## src/rtl/mem_access_stage_pkg.sv

```systemverilog
// mem_stage_pkg: shared definitions for the memory-access stage.
//   - size encodings SZ_BYTE / SZ_HALF / SZ_WORD (2'b11 is handled as word)
//   - FSM state enum state_t
//   - helpers: byte_en (lane enables), misaligned (alignment check),
//     store_lanes (lane replication of LSB-aligned store data)
package mem_stage_pkg;

    localparam logic [1:0] SZ_BYTE = 2'b00;
    localparam logic [1:0] SZ_HALF = 2'b01;
    localparam logic [1:0] SZ_WORD = 2'b10;

    typedef enum logic [1:0] {
        ST_IDLE,
        ST_REQ,
        ST_WAIT_R
    } state_t;

    function automatic logic [3:0] byte_en(input logic [1:0] size, input logic [1:0] lo);
        case (size)
            SZ_BYTE: byte_en = 4'b0001 << lo;
            SZ_HALF: byte_en = lo[1] ? 4'b1100 : 4'b0011;
            default: byte_en = 4'b1111;
        endcase
    endfunction

    function automatic logic misaligned(input logic [1:0] size, input logic [1:0] lo);
        case (size)
            SZ_BYTE: misaligned = 1'b0;
            SZ_HALF: misaligned = lo[0];
            default: misaligned = (lo != 2'b00);
        endcase
    endfunction

    function automatic logic [31:0] store_lanes(input logic [1:0] size, input logic [31:0] wdata);
        case (size)
            SZ_BYTE: store_lanes = {4{wdata[7:0]}};
            SZ_HALF: store_lanes = {2{wdata[15:0]}};
            default: store_lanes = wdata;
        endcase
    endfunction

endpackage

```

## src/rtl/mem_access_stage_if.sv

```systemverilog
// mem_access_stage_if: data-memory bus between the memory-access stage
// (master) and the memory / interconnect (slave).
//   req, we, addr[29:0] (word address), be[3:0], wdata[31:0] : master -> slave
//   gnt, rvalid, rdata[31:0]                                 : slave -> master
interface mem_access_stage_if;

    logic        req;
    logic        we;
    logic [29:0] addr;
    logic [3:0]  be;
    logic [31:0] wdata;
    logic        gnt;
    logic        rvalid;
    logic [31:0] rdata;

    modport master (
        output req, we, addr, be, wdata,
        input  gnt, rvalid, rdata
    );

    modport slave (
        input  req, we, addr, be, wdata,
        output gnt, rvalid, rdata
    );

endinterface

```

## src/rtl/mem_access_stage_load_extend.sv

```systemverilog
// load_extend: combinational load-data formatting.
//   rdata[31:0] : word returned by the bus
//   addr[1:0]   : byte offset of the access
//   size[1:0]   : SZ_BYTE / SZ_HALF / word
//   uns         : 1 = zero-extend, 0 = sign-extend
//   result[31:0]: selected lane, extended to 32 bits (words pass through)
module load_extend
    import mem_stage_pkg::*;
(
    input  logic [31:0] rdata,
    input  logic [1:0]  addr,
    input  logic [1:0]  size,
    input  logic        uns,
    output logic [31:0] result
);

    logic [7:0]  lane_b;
    logic [15:0] lane_h;

    always_comb begin
        case (addr)
            2'd0:    lane_b = rdata[7:0];
            2'd1:    lane_b = rdata[15:8];
            2'd2:    lane_b = rdata[23:16];
            default: lane_b = rdata[31:24];
        endcase
        lane_h = addr[1] ? rdata[31:16] : rdata[15:0];

        case (size)
            SZ_BYTE: result = {{24{~uns & lane_b[7]}}, lane_b};
            SZ_HALF: result = {{16{~uns & lane_h[15]}}, lane_h};
            default: result = rdata;
        endcase
    end

endmodule

```

## src/rtl/mem_access_stage.sv

```systemverilog
// mem_access_stage: load/store unit between EX and the write-back selector.
//   clk, rst_n (async, active low)
//   ex_*     : operation from EX; ex_ready high only in IDLE
//   bus      : mem_access_stage_if.master request/grant/response bus
//   wb_valid : one-cycle completion pulse; wb_data = extended load data
//              (0 for stores/errors); wb_err = misaligned or timeout
// Optional: define LSU_TIMEOUT_EN to abort a bus wait after TIMEOUT_CYCLES.
module mem_access_stage
    import mem_stage_pkg::*;
#(
    parameter int unsigned TIMEOUT_CYCLES = 255
) (
    input  logic               clk,
    input  logic               rst_n,
    input  logic               ex_valid,
    output logic               ex_ready,
    input  logic               ex_mem_read,
    input  logic               ex_mem_write,
    input  logic [1:0]         ex_size,
    input  logic               ex_unsigned,
    input  logic [31:0]        ex_addr,
    input  logic [31:0]        ex_wdata,
    mem_access_stage_if.master bus,
    output logic               wb_valid,
    output logic [31:0]        wb_data,
    output logic               wb_err
);

    if (TIMEOUT_CYCLES == 0 || TIMEOUT_CYCLES > 65535) begin : g_timeout_range
        $error("TIMEOUT_CYCLES must be in 1..65535");
    end

    state_t      state_q, state_d;
    logic        accept, misalign, expired;
    logic        we_q, uns_q;
    logic [29:0] addr_q;
    logic [3:0]  be_q;
    logic [31:0] wdata_q;
    logic [1:0]  size_q, lane_q;
    logic [31:0] ext_data;
    logic        wb_valid_d, wb_err_d;
    logic [31:0] wb_data_d;

    assign accept   = ex_valid & ex_ready & (ex_mem_read | ex_mem_write);
    assign misalign = misaligned(ex_size, ex_addr[1:0]);

`ifdef LSU_TIMEOUT_EN
    logic [15:0] tmo_cnt;

    // Held at zero while idle, so the count starts at 0 on the first REQ cycle.
    always_ff @(posedge clk or negedge rst_n) begin
        if (!rst_n)                  tmo_cnt <= '0;
        else if (state_q == ST_IDLE) tmo_cnt <= '0;
        else                         tmo_cnt <= tmo_cnt + 16'd1;
    end

    assign expired = (tmo_cnt == 16'(TIMEOUT_CYCLES));
`else
    assign expired = 1'b0;
`endif

    always_ff @(posedge clk or negedge rst_n) begin
        if (!rst_n) state_q <= ST_IDLE;
        else        state_q <= state_d;
    end

    // Grant / rvalid are tested before the timeout so a completion on the
    // limit cycle wins.
    always_comb begin
        state_d = state_q;
        case (state_q)
            ST_IDLE:   if (accept && !misalign) state_d = ST_REQ;
            ST_REQ:    if (bus.gnt)      state_d = we_q ? ST_IDLE : ST_WAIT_R;
                       else if (expired) state_d = ST_IDLE;
            ST_WAIT_R: if (bus.rvalid || expired) state_d = ST_IDLE;
            default:   state_d = ST_IDLE;
        endcase
    end

    always_comb begin
        ex_ready   = (state_q == ST_IDLE);
        wb_valid_d = 1'b0;
        wb_err_d   = 1'b0;
        wb_data_d  = '0;
        case (state_q)
            ST_IDLE: begin
                if (accept && misalign) begin
                    wb_valid_d = 1'b1;
                    wb_err_d   = 1'b1;
                end
            end
            ST_REQ: begin
                if (bus.gnt) begin
                    wb_valid_d = we_q;
                end else if (expired) begin
                    wb_valid_d = 1'b1;
                    wb_err_d   = 1'b1;
                end
            end
            ST_WAIT_R: begin
                if (bus.rvalid) begin
                    wb_valid_d = 1'b1;
                    wb_data_d  = ext_data;
                end else if (expired) begin
                    wb_valid_d = 1'b1;
                    wb_err_d   = 1'b1;
                end
            end
            default: ;
        endcase
    end

    assign bus.req   = (state_q == ST_REQ);
    assign bus.we    = we_q;
    assign bus.addr  = addr_q;
    assign bus.be    = be_q;
    assign bus.wdata = wdata_q;

    // Read wins when both read and write are flagged.
    always_ff @(posedge clk or negedge rst_n) begin
        if (!rst_n) begin
            we_q    <= 1'b0;
            addr_q  <= '0;
            be_q    <= '0;
            wdata_q <= '0;
            size_q  <= SZ_BYTE;
            lane_q  <= '0;
            uns_q   <= 1'b0;
        end else if (accept && !misalign) begin
            we_q    <= ~ex_mem_read;
            addr_q  <= ex_addr[31:2];
            be_q    <= byte_en(ex_size, ex_addr[1:0]);
            wdata_q <= ex_mem_read ? '0 : store_lanes(ex_size, ex_wdata);
            size_q  <= ex_size;
            lane_q  <= ex_addr[1:0];
            uns_q   <= ex_unsigned;
        end
    end

    always_ff @(posedge clk or negedge rst_n) begin
        if (!rst_n) begin
            wb_valid <= 1'b0;
            wb_err   <= 1'b0;
            wb_data  <= '0;
        end else begin
            wb_valid <= wb_valid_d;
            wb_err   <= wb_err_d;
            wb_data  <= wb_data_d;
        end
    end

    load_extend u_load_extend (
        .rdata  (bus.rdata),
        .addr   (lane_q),
        .size   (size_q),
        .uns    (uns_q),
        .result (ext_data)
    );

endmodule

```

## src/flat_wrapper.sv

```systemverilog
// flat-port wrapper written by rule: the top's interface ports become plain ports
module mem_access_stage_flat import mem_stage_pkg::*;
#(
    parameter int unsigned TIMEOUT_CYCLES = 255
)
  (clk, rst_n, ex_valid, ex_ready, ex_mem_read, ex_mem_write, ex_size, ex_unsigned, ex_addr, ex_wdata, wb_valid, wb_data, wb_err, bus_req, bus_we, bus_addr, bus_be, bus_wdata, bus_gnt, bus_rvalid, bus_rdata);
  mem_access_stage_if bus_i ();
  input  logic clk;
  input  logic rst_n;
  input  logic ex_valid;
  output logic ex_ready;
  input  logic ex_mem_read;
  input  logic ex_mem_write;
  input  logic [1:0] ex_size;
  input  logic ex_unsigned;
  input  logic [31:0] ex_addr;
  input  logic [31:0] ex_wdata;
  output logic wb_valid;
  output logic [31:0] wb_data;
  output logic wb_err;
  output wire logic [$bits(bus_i.req)-1:0] bus_req;
  output wire logic [$bits(bus_i.we)-1:0] bus_we;
  output wire logic [$bits(bus_i.addr)-1:0] bus_addr;
  output wire logic [$bits(bus_i.be)-1:0] bus_be;
  output wire logic [$bits(bus_i.wdata)-1:0] bus_wdata;
  input wire logic [$bits(bus_i.gnt)-1:0] bus_gnt;
  input wire logic [$bits(bus_i.rvalid)-1:0] bus_rvalid;
  input wire logic [$bits(bus_i.rdata)-1:0] bus_rdata;
  assign bus_req = bus_i.req;
  assign bus_we = bus_i.we;
  assign bus_addr = bus_i.addr;
  assign bus_be = bus_i.be;
  assign bus_wdata = bus_i.wdata;
  assign bus_i.gnt = bus_gnt;
  assign bus_i.rvalid = bus_rvalid;
  assign bus_i.rdata = bus_rdata;
  mem_access_stage #(.TIMEOUT_CYCLES(TIMEOUT_CYCLES)) u_core (.clk(clk), .rst_n(rst_n), .ex_valid(ex_valid), .ex_ready(ex_ready), .ex_mem_read(ex_mem_read), .ex_mem_write(ex_mem_write), .ex_size(ex_size), .ex_unsigned(ex_unsigned), .ex_addr(ex_addr), .ex_wdata(ex_wdata), .bus(bus_i), .wb_valid(wb_valid), .wb_data(wb_data), .wb_err(wb_err));
endmodule
```

## config.mk

```make
export PLATFORM = sky130hd
export DESIGN_NAME = mem_access_stage_flat
export DESIGN_NICKNAME = d
export VERILOG_FILES = /design/src/rtl/mem_access_stage_pkg.sv /design/src/rtl/mem_access_stage_if.sv /design/src/rtl/mem_access_stage_load_extend.sv /design/src/rtl/mem_access_stage.sv /design/src/flat_wrapper.sv
export SDC_FILE = /design/constraint.sdc
export NUM_CORES = 1
export LEC_CHECK = 0
export CAP_MARGIN = 20
export CORE_ASPECT_RATIO = 1.2
export CORE_MARGIN = 2
export CORE_UTILIZATION = 35
export DETAILED_ROUTE_END_ITERATION = 12
export DONT_BUFFER_PORTS = 1
export PLACE_DENSITY = 0.48
export SKIP_LAST_GASP = 1
export SLEW_MARGIN = 20
export SYNTH_ARGS = -nofsm -noshare
export SYNTH_HDL_FRONTEND = slang
export SYNTH_HIERARCHICAL = 1
export SYNTH_SLANG_ARGS = --single-unit
export TNS_END_PERCENT = 100
```

## constraint.sdc

```tcl
create_clock -name clk -period 2.6 [get_ports clk]
set_input_delay 0.78 -clock clk [delete_from_list [all_inputs] [get_ports clk]]
set_output_delay 0.78 -clock clk [all_outputs]
set_load 0.01 [all_outputs]
```

==> summary.txt, run 1 <==
CTS
  • Worst-path clk slew: about 0.070 ns
  • Root buffer cell: clkbuf_16
  • Max Root-Sink Buffers: 2
  • Post-CTS setup buffer count: 0
  • Clock Latency Late Sink: 0.35 ns
  • PostCTS Resize Cnt: 0
  • CTS tree: done
  • # hold bufs at CTS: 0
  • Clock tree sinks: 108
  • Total CTS buffers: 9
  • H-tree Lvls: 3

Routing
  • Routed Antenna Nets: 0
  • Starting DRT DRC Count: 204
  • Vias: 3496
  • Post-DR wirelength/cell: approximately 21 um
  • Routed Wire Length: approximately 14000 um
  • DR vias/cell: roughly 5.4
  • DRC Markers: 0
  • DR pass1 iterations: 4

Final layout
  • ANT cells: 0
  • Register area: about 2700 um2
  • # nets final: 548
  • Multi-input logic area: ~2500 um2
  • Area Overhead vs Synth: 7.50%
  • Filler cells: between 1500 and 2000
  • Layout cells sized above 1: 26.0%

GRT
  • Initial antenna violation count: 0
  • Grt total ovfl: 0
  • First-pass GRT wire length: 21900 um
  • Vias in the first global route: 3689
  • Largest net degree at the start of global routing: approximately 110
  • All-Layer GR Usage: 17.1%

Status
  • Status: completed

Power and ir drop
  • Sw Share: 33.9%
  • Peak supply drop: 0.395 mV
  • Sequential share of power: between 40% and 50%
  • Pwr dens: 897 nW/um2
  • P_sw: 0.00178 W
  • P_leak: 2.59 nW
  • Clk network pwr share: 24.9%
  • Pint: 0.00347 W
  • Comb power frac: 26.2%

Timing
  • Final setup vio count: 0
  • Fin crit period: around 2 ns
  • Final Max Tran Viols: 0
  • Slew headroom: between 40 and 50%
  • Max Freq: 0.495 GHz
  • Fin crit share: 77.7%
  • RSZ-0062 raised after global routing: no
  • Final Hold Viols: 0
  • Fin worst setup slack: slightly below 0.6 ns
  • Skew final: 0.0105 ns
  • Total Neg Setup Slack: 0 ns
  • Slew @ Worst Pin: 0.815 ns

Floorplanning
  • Initial Util: 36.1%
  • Number of core rows: 49
  • Ports: 209
  • Die X: 118 um
  • Die footprint: 16600 um2
  • Core area: 15100 um2
  • Chip height: 141 um

Placed design
  • Port bufs: 0
  • DP Wirelength: 9890 um
  • Dpl ws: 0.560 ns
  • Placer Congestion: 0.748

Critical path
  • RR Endpoint: u_core/wb_data[19]$_DFF_PN0_
  • Crit path buf inv count: 1
  • Crit. End Element: output pin
  • R2R cell count: 5
  • CP max stage cell: dfrtp_1
  • R2R setup slack: 0.72 ns
  • Cell family with most CP delay: flip-flops
  • Startpoint Class: register
  • CP Class: register to output pin
  • Worst EP arrival: roughly 1.2 ns
  • Worst-path maximum fanout: 10
  • Worst-path cell chain: or2_1, clkinv_2
  • Reg2reg start: u_core/lane_q[1]$_DFFE_PN0P_
  • WP depth: 2
  • Worst path max stage delay: 0.39 ns
  • Worst Path Required: 1.82 ns

Synthesis
  • Syn nets: around 570
  • Warnings from Yosys: 6
  • Asr flop ratio synth: 100%
  • Synthesized area: ~5400 um2
  • Synthesized instance count: ~460
  • Syn Area/Cell: 11.8 um2
  • Seq/Total Area, Yosys: 49.7%
  • #FFs+latches synth: between 100 and 150
  • Cell taking the most area after synthesis: dfrtp_1
  • Main flop type after synthesis: dfrtp_1
  • Synth cell types: 47
  • Top-area cell type share of the netlist area: between 40% and 50%
  • EDFF count, synth: 0
  • Synth area leaders: dfrtp_1 50%, mux2_2 13%, mux2i_1 5.9%
  • Count leader, synth: dfrtp_1
  • Post-synth top cells: 108 x dfrtp_1, 61 x mux2_2, 34 x and2_1

Flow run
  • Max-Cap Viols: 0

Min path
  • Min-Delay Path Class: input port to asynchronous set/reset pin
how the worst max path moves through the flow:
stage                                        startpoint  slack (ns)                              end
final                     u_core/state_q[0]$_DFFE_PN0P_        0.58                         ex_ready
after global routing      u_core/state_q[0]$_DFFE_PN0P_        0.50                         ex_ready
after CTS                 u_core/state_q[0]$_DFFE_PN0P_        0.55                         ex_ready
after detailed placement                   ex_mem_write        0.56  u_core/bus.addr[21]$_DFFE_PN0P_
after global placement                    bus_rdata[31]        0.57      u_core/wb_data[9]$_DFF_PN0_
after floorplan                             ex_mem_read        0.56  u_core/bus.addr[22]$_DFFE_PN0P_
kinds of logic after synthesis:
logic type / synth area share, %
multiplexers: 20.4
buffers and inverters: 4.48
AO/OA/AOI/OAI: 12.6
flip-flops: 49.7
XOR/XNOR: 0.161
AND/OR/NAND/NOR: 12.7
cells in the final DEF (no fill, tap or decap), types with 8 or more instances in the layout:
cell type  synthesis  final
a211oi_1          10     10
o221ai_1           9      9
o21ai_0           12     12
nor2_1            11     11
nor2b_1           27     27
dfrtp_1          108    108
mux2_2            61     61
nand2_1           28     28
or3b_2             8      8
mux2i_1           32     32
clkbuf_16          0      9
a22oi_1            9      9
o211ai_2          10     10
and2_1            34     34
a21oi_1            8      8
per-stage QoR:
step | util (%) | power (W) | instances | instance area (um2) | hold slack (ns)
CTS | 38.8 | 0.00534 | 651 | 5850 | 0.104
floorplan | - | 0.00369 | 462 | 5440 | 0.466
detailed placement | 37.0 | 0.00400 | 635 | 5570 | 0.487
finish | 38.8 | 0.00525 | 651 | 5850 | 0.126
global route | 38.8 | 0.00559 | 651 | 5850 | 0.0889
global placement | 37.0 | 0.00397 | 635 | 5570 | 0.478
sequential cells by signal (all words and copies together) (netlist names), 2 cells and up:
signal            cells
u_core/state_q        2
u_core/bus.be         4
u_core/bus.addr      30
u_core/bus.wdata     32
u_core/size_q         2
u_core/wb_data       32
u_core/lane_q         2
per-layer routing:
layer	wire (um)	vias to the layer above	share of wire (%)	track usage, %
li1	-	1605	-	-
met1	5110	1726	37	19.1
met2	7070	155	51	28.7
met3	1510	10	11	8.37
met4	165	0	1.2	5.33
met5	0	-	0	0
final cells by class:
type / instances / share of cell area (%)
clock buffers: 10 / 3.91
repair buffers: 9 / 1.58
well taps: 204 / 4.36
flip-flops and latches: 108 / 46.2
inverters: 7 / 0.471
multi-input cells: 307 / 42.7
clock inverters: 6 / 0.813
power groups by stage:
stage,clock [W],combinational [W],sequential (W)
floorplan,0,0.00121,0.00248
global placement,0,0.00136,0.00261
detailed placement,0,0.00138,0.00261
CTS,0.00137,0.00139,0.00258
global route,0.00145,0.00151,0.00262
finish,0.00131,0.00138,0.00256
Note: power is estimated with default switching activity, not from simulation.
==> run 2, diff against run 1 <==
- clock period: 2.6 -> 1.9 ns (I/O delays scaled with it)
==> run 2 against run 1 <==
Compared with the run above: the flow now finishes with violations (negative hold slack); sequential share of layout area down 0.65 points; count of clock-buffer cells in the layout unchanged; core utilization up 0.56 points; combinational power up 42%; die area unchanged; critical path type unchanged; critical endpoint unchanged.
==> summary.txt, run 2 (synthesis gave the netlist of run 1 again) <==
Routing
  • DRC Markers: 0 (unchanged)
  • DR pass1 iterations: 4 (unchanged)
  • Routed Wire Length: 14100 um (was 13900 um)
  • Post-DR wirelength/cell: 21.5 um (was 21.3 um)
  • Starting DRT DRC Count: 195 (was 204)
  • Vias: 3560 (was 3496)
  • Routed Antenna Nets: 0 (unchanged)
  • DR vias/cell: 5.41 (was 5.37)

Floorplanning
  • Number of core rows: 49 (unchanged)
  • Die X: 118 um (unchanged)
  • Chip height: 141 um (unchanged)
  • Initial Util: 36.1% (unchanged)
  • Ports: 209 (unchanged)
  • Core area: 15100 um2 (unchanged)
  • Die footprint: 16600 um2 (unchanged)

GRT
  • Grt total ovfl: 0 (unchanged)
  • All-Layer GR Usage: 17.0% (was 17.1%)
  • Vias in the first global route: 3714 (was 3689)
  • Initial antenna violation count: 0 (unchanged)
  • First-pass GRT wire length: 21700 um (was 21900 um)
  • Largest net degree at the start of global routing: 109 (unchanged)

Critical path
  • CP Class: register to output pin (unchanged)
  • Worst-path cell chain: or2_4, clkinv_2, buf_6 (was or2_1, clkinv_2)
  • Reg2reg start: u_core/lane_q[0]$_DFFE_PN0P_ (was u_core/lane_q[1]$_DFFE_PN0P_)
  • Startpoint Class: register (unchanged)
  • Worst-path maximum fanout: 9 (was 10)
  • Worst Path Required: 1.33 ns (was 1.82 ns)
  • WP depth: 3 (was 2)
  • Worst EP arrival: 1.24 ns (about the same)
  • CP max stage cell: dfrtp_1 (unchanged)
  • Crit path buf inv count: 2 (was 1)
  • Cell family with most CP delay: flip-flops (unchanged)
  • Critical path startpoint: u_core/state_q[0]$_DFFE_PN0P_ (unchanged)
  • Crit. End Element: output pin (unchanged)
  • Worst path max stage delay: 0.40 ns (was 0.39 ns)
  • R2R cell count: 5 (unchanged)

Status
  • Failing checks: negative hold slack
  • Status: finished with violations (was completed)

Power and ir drop
  • Peak supply drop: 0.498 mV (was 0.395 mV)
  • P_leak: 2.63 nW (was 2.59 nW)
  • Power Total: 0.00731 W (was 0.00525 W)
  • Pwr dens: 1230 nW/um2 (was 897 nW/um2)

Timing
  • Fin crit period: 1.81 ns
  • Final Hold Viols: 108 (was 0)
  • Fin crit share: 95.5%
  • Slew @ Worst Pin: 0.486 ns (was 0.815 ns)
  • Slew headroom: 67.5% (was 45.7%)
  • Final Max Tran Viols: 0 (unchanged)
  • RSZ-0062 raised after global routing: no (unchanged)
  • Skew final: 0.0132 ns (was 0.0105 ns)
  • Final setup vio count: 0 (unchanged)
  • Max Freq: about 0.55 GHz
  • Total Neg Setup Slack: 0 ns (unchanged)
  • Worst hold slack: -0.0940 ns (was 0.126 ns)

CTS
  • Worst-path clk slew: 0.08 ns (was 0.07 ns)
  • Max Root-Sink Buffers: 2 (unchanged)
  • Clock tree sinks: 108 (unchanged)
  • Total CTS buffers: 9 (unchanged)
  • Root buffer cell: clkbuf_16 (unchanged)
  • Clock Latency Late Sink: 0.35 ns (about the same)
  • CTS tree: done (unchanged)
  • H-tree Lvls: 3 (unchanged)

Final layout
  • ANT cells: 0 (unchanged)
  • Area Overhead vs Synth: 9.04% (was 7.50%)
  • Layout cells sized above 1: 27.3% (was 26.0%)
  • Commonest non-fill, non-tap cell in the layout: dfrtp_1 (unchanged)
  • # nets final: 555 (was 548)
  • Commonest non-fill, non-tap cells in the layout: 108 x dfrtp_1, 61 x mux2_2, 34 x and2_1 (unchanged)
  • Filler cells: 1524 (was 1512)

Placed design
  • Placer Congestion: 0.788 (was 0.748)
  • Port bufs: 0 (unchanged)
  • DP Wirelength: 10200 um (was 9890 um)

Flow run
  • Max-Cap Viols: 0 (unchanged)

Min path
  • Min-Delay Path Class: input port to asynchronous set/reset pin (unchanged)
-- run 2: worst reg2reg max path, delay by kind of cell (launching register included) --
kind / cells / cell delay, ns
DFF: 1 / 0.44
AOI/OAI and AO/OA: 2 / 0.43
muxes: 1 / 0.37
buffers and inverters: 1 / 0.19
and+or+nand+nor: 1 / 0.16
-- run 2: final cells by class --
type | count | area (um2) | share of cell area, %
timing repair buffer | 16 | 161 | 2.72
sequential | 108 | 2700 | 45.6
tap | 204 | 255 | 4.30
clock buffer | 10 | 229 | 3.86
clock inverter | 6 | 60.1 | 1.01
inverter | 7 | 27.5 | 0.464
multi-input combinational | 307 | 2500 | 42.1
-- run 2: timing repair --
action                                 CTS  global route
resized for setup                        1             1
endpoints found under the hold margin  108           108
pin swaps                                0             0
setup endpoints to repair                1             1
setup buffers                            0             0
-- run 2: per-stage QoR --
stage / util, % / hold WS, ns / setup WS [ns] / instance area (um2) / cells
floorplan: - / 0.274 / 0.0665 / 5440 / 462
detailed placement: 37.4 / 0.277 / 0.147 / 5640 / 642
CTS: 39.3 / -0.114 / 0.0279 / 5930 / 658
global placement: 37.4 / 0.277 / 0.162 / 5640 / 642
global route: 39.3 / -0.125 / 0.0236 / 5930 / 658
finish: 39.3 / -0.0940 / 0.0863 / 5930 / 658
-- run 2: where the power goes --
part           total (W)  internal, W  switching [W]
sequential       0.00352      0.00285       0.000678
combinational    0.00196      0.00106       0.000899
clock            0.00182     0.000916       0.000907
total            0.00731      0.00482        0.00248
-- run 2: layer usage --
metal  wire length [um]  GRT usage [%]  vias up  part of all wire (%)
li1                   -              -     1622                     -
met1               5320           19.5     1750                    38
met2               7120           28.0      169                    50
met3               1420           7.24       19                    10
met4                256           6.85        0                   1.8
met5                  0              0        -                     0
-- run 2: path summary, 6_finish.rpt --
kind	end	slack, ns
setup / recovery	ex_ready	0.09
hold / removal	u_core/bus.wdata[18]$_DFFE_PN0P_	-0.09
setup reg to reg	u_core/wb_data[10]$_DFF_PN0_	0.20
hold reg to reg	u_core/state_q[1]$_DFFE_PN0P_	0.51
max in group asynchronous	u_core/lane_q[1]$_DFFE_PN0P_	1.83
min in group clk	u_core/bus.we$_DFFE_PN0P_	0.31
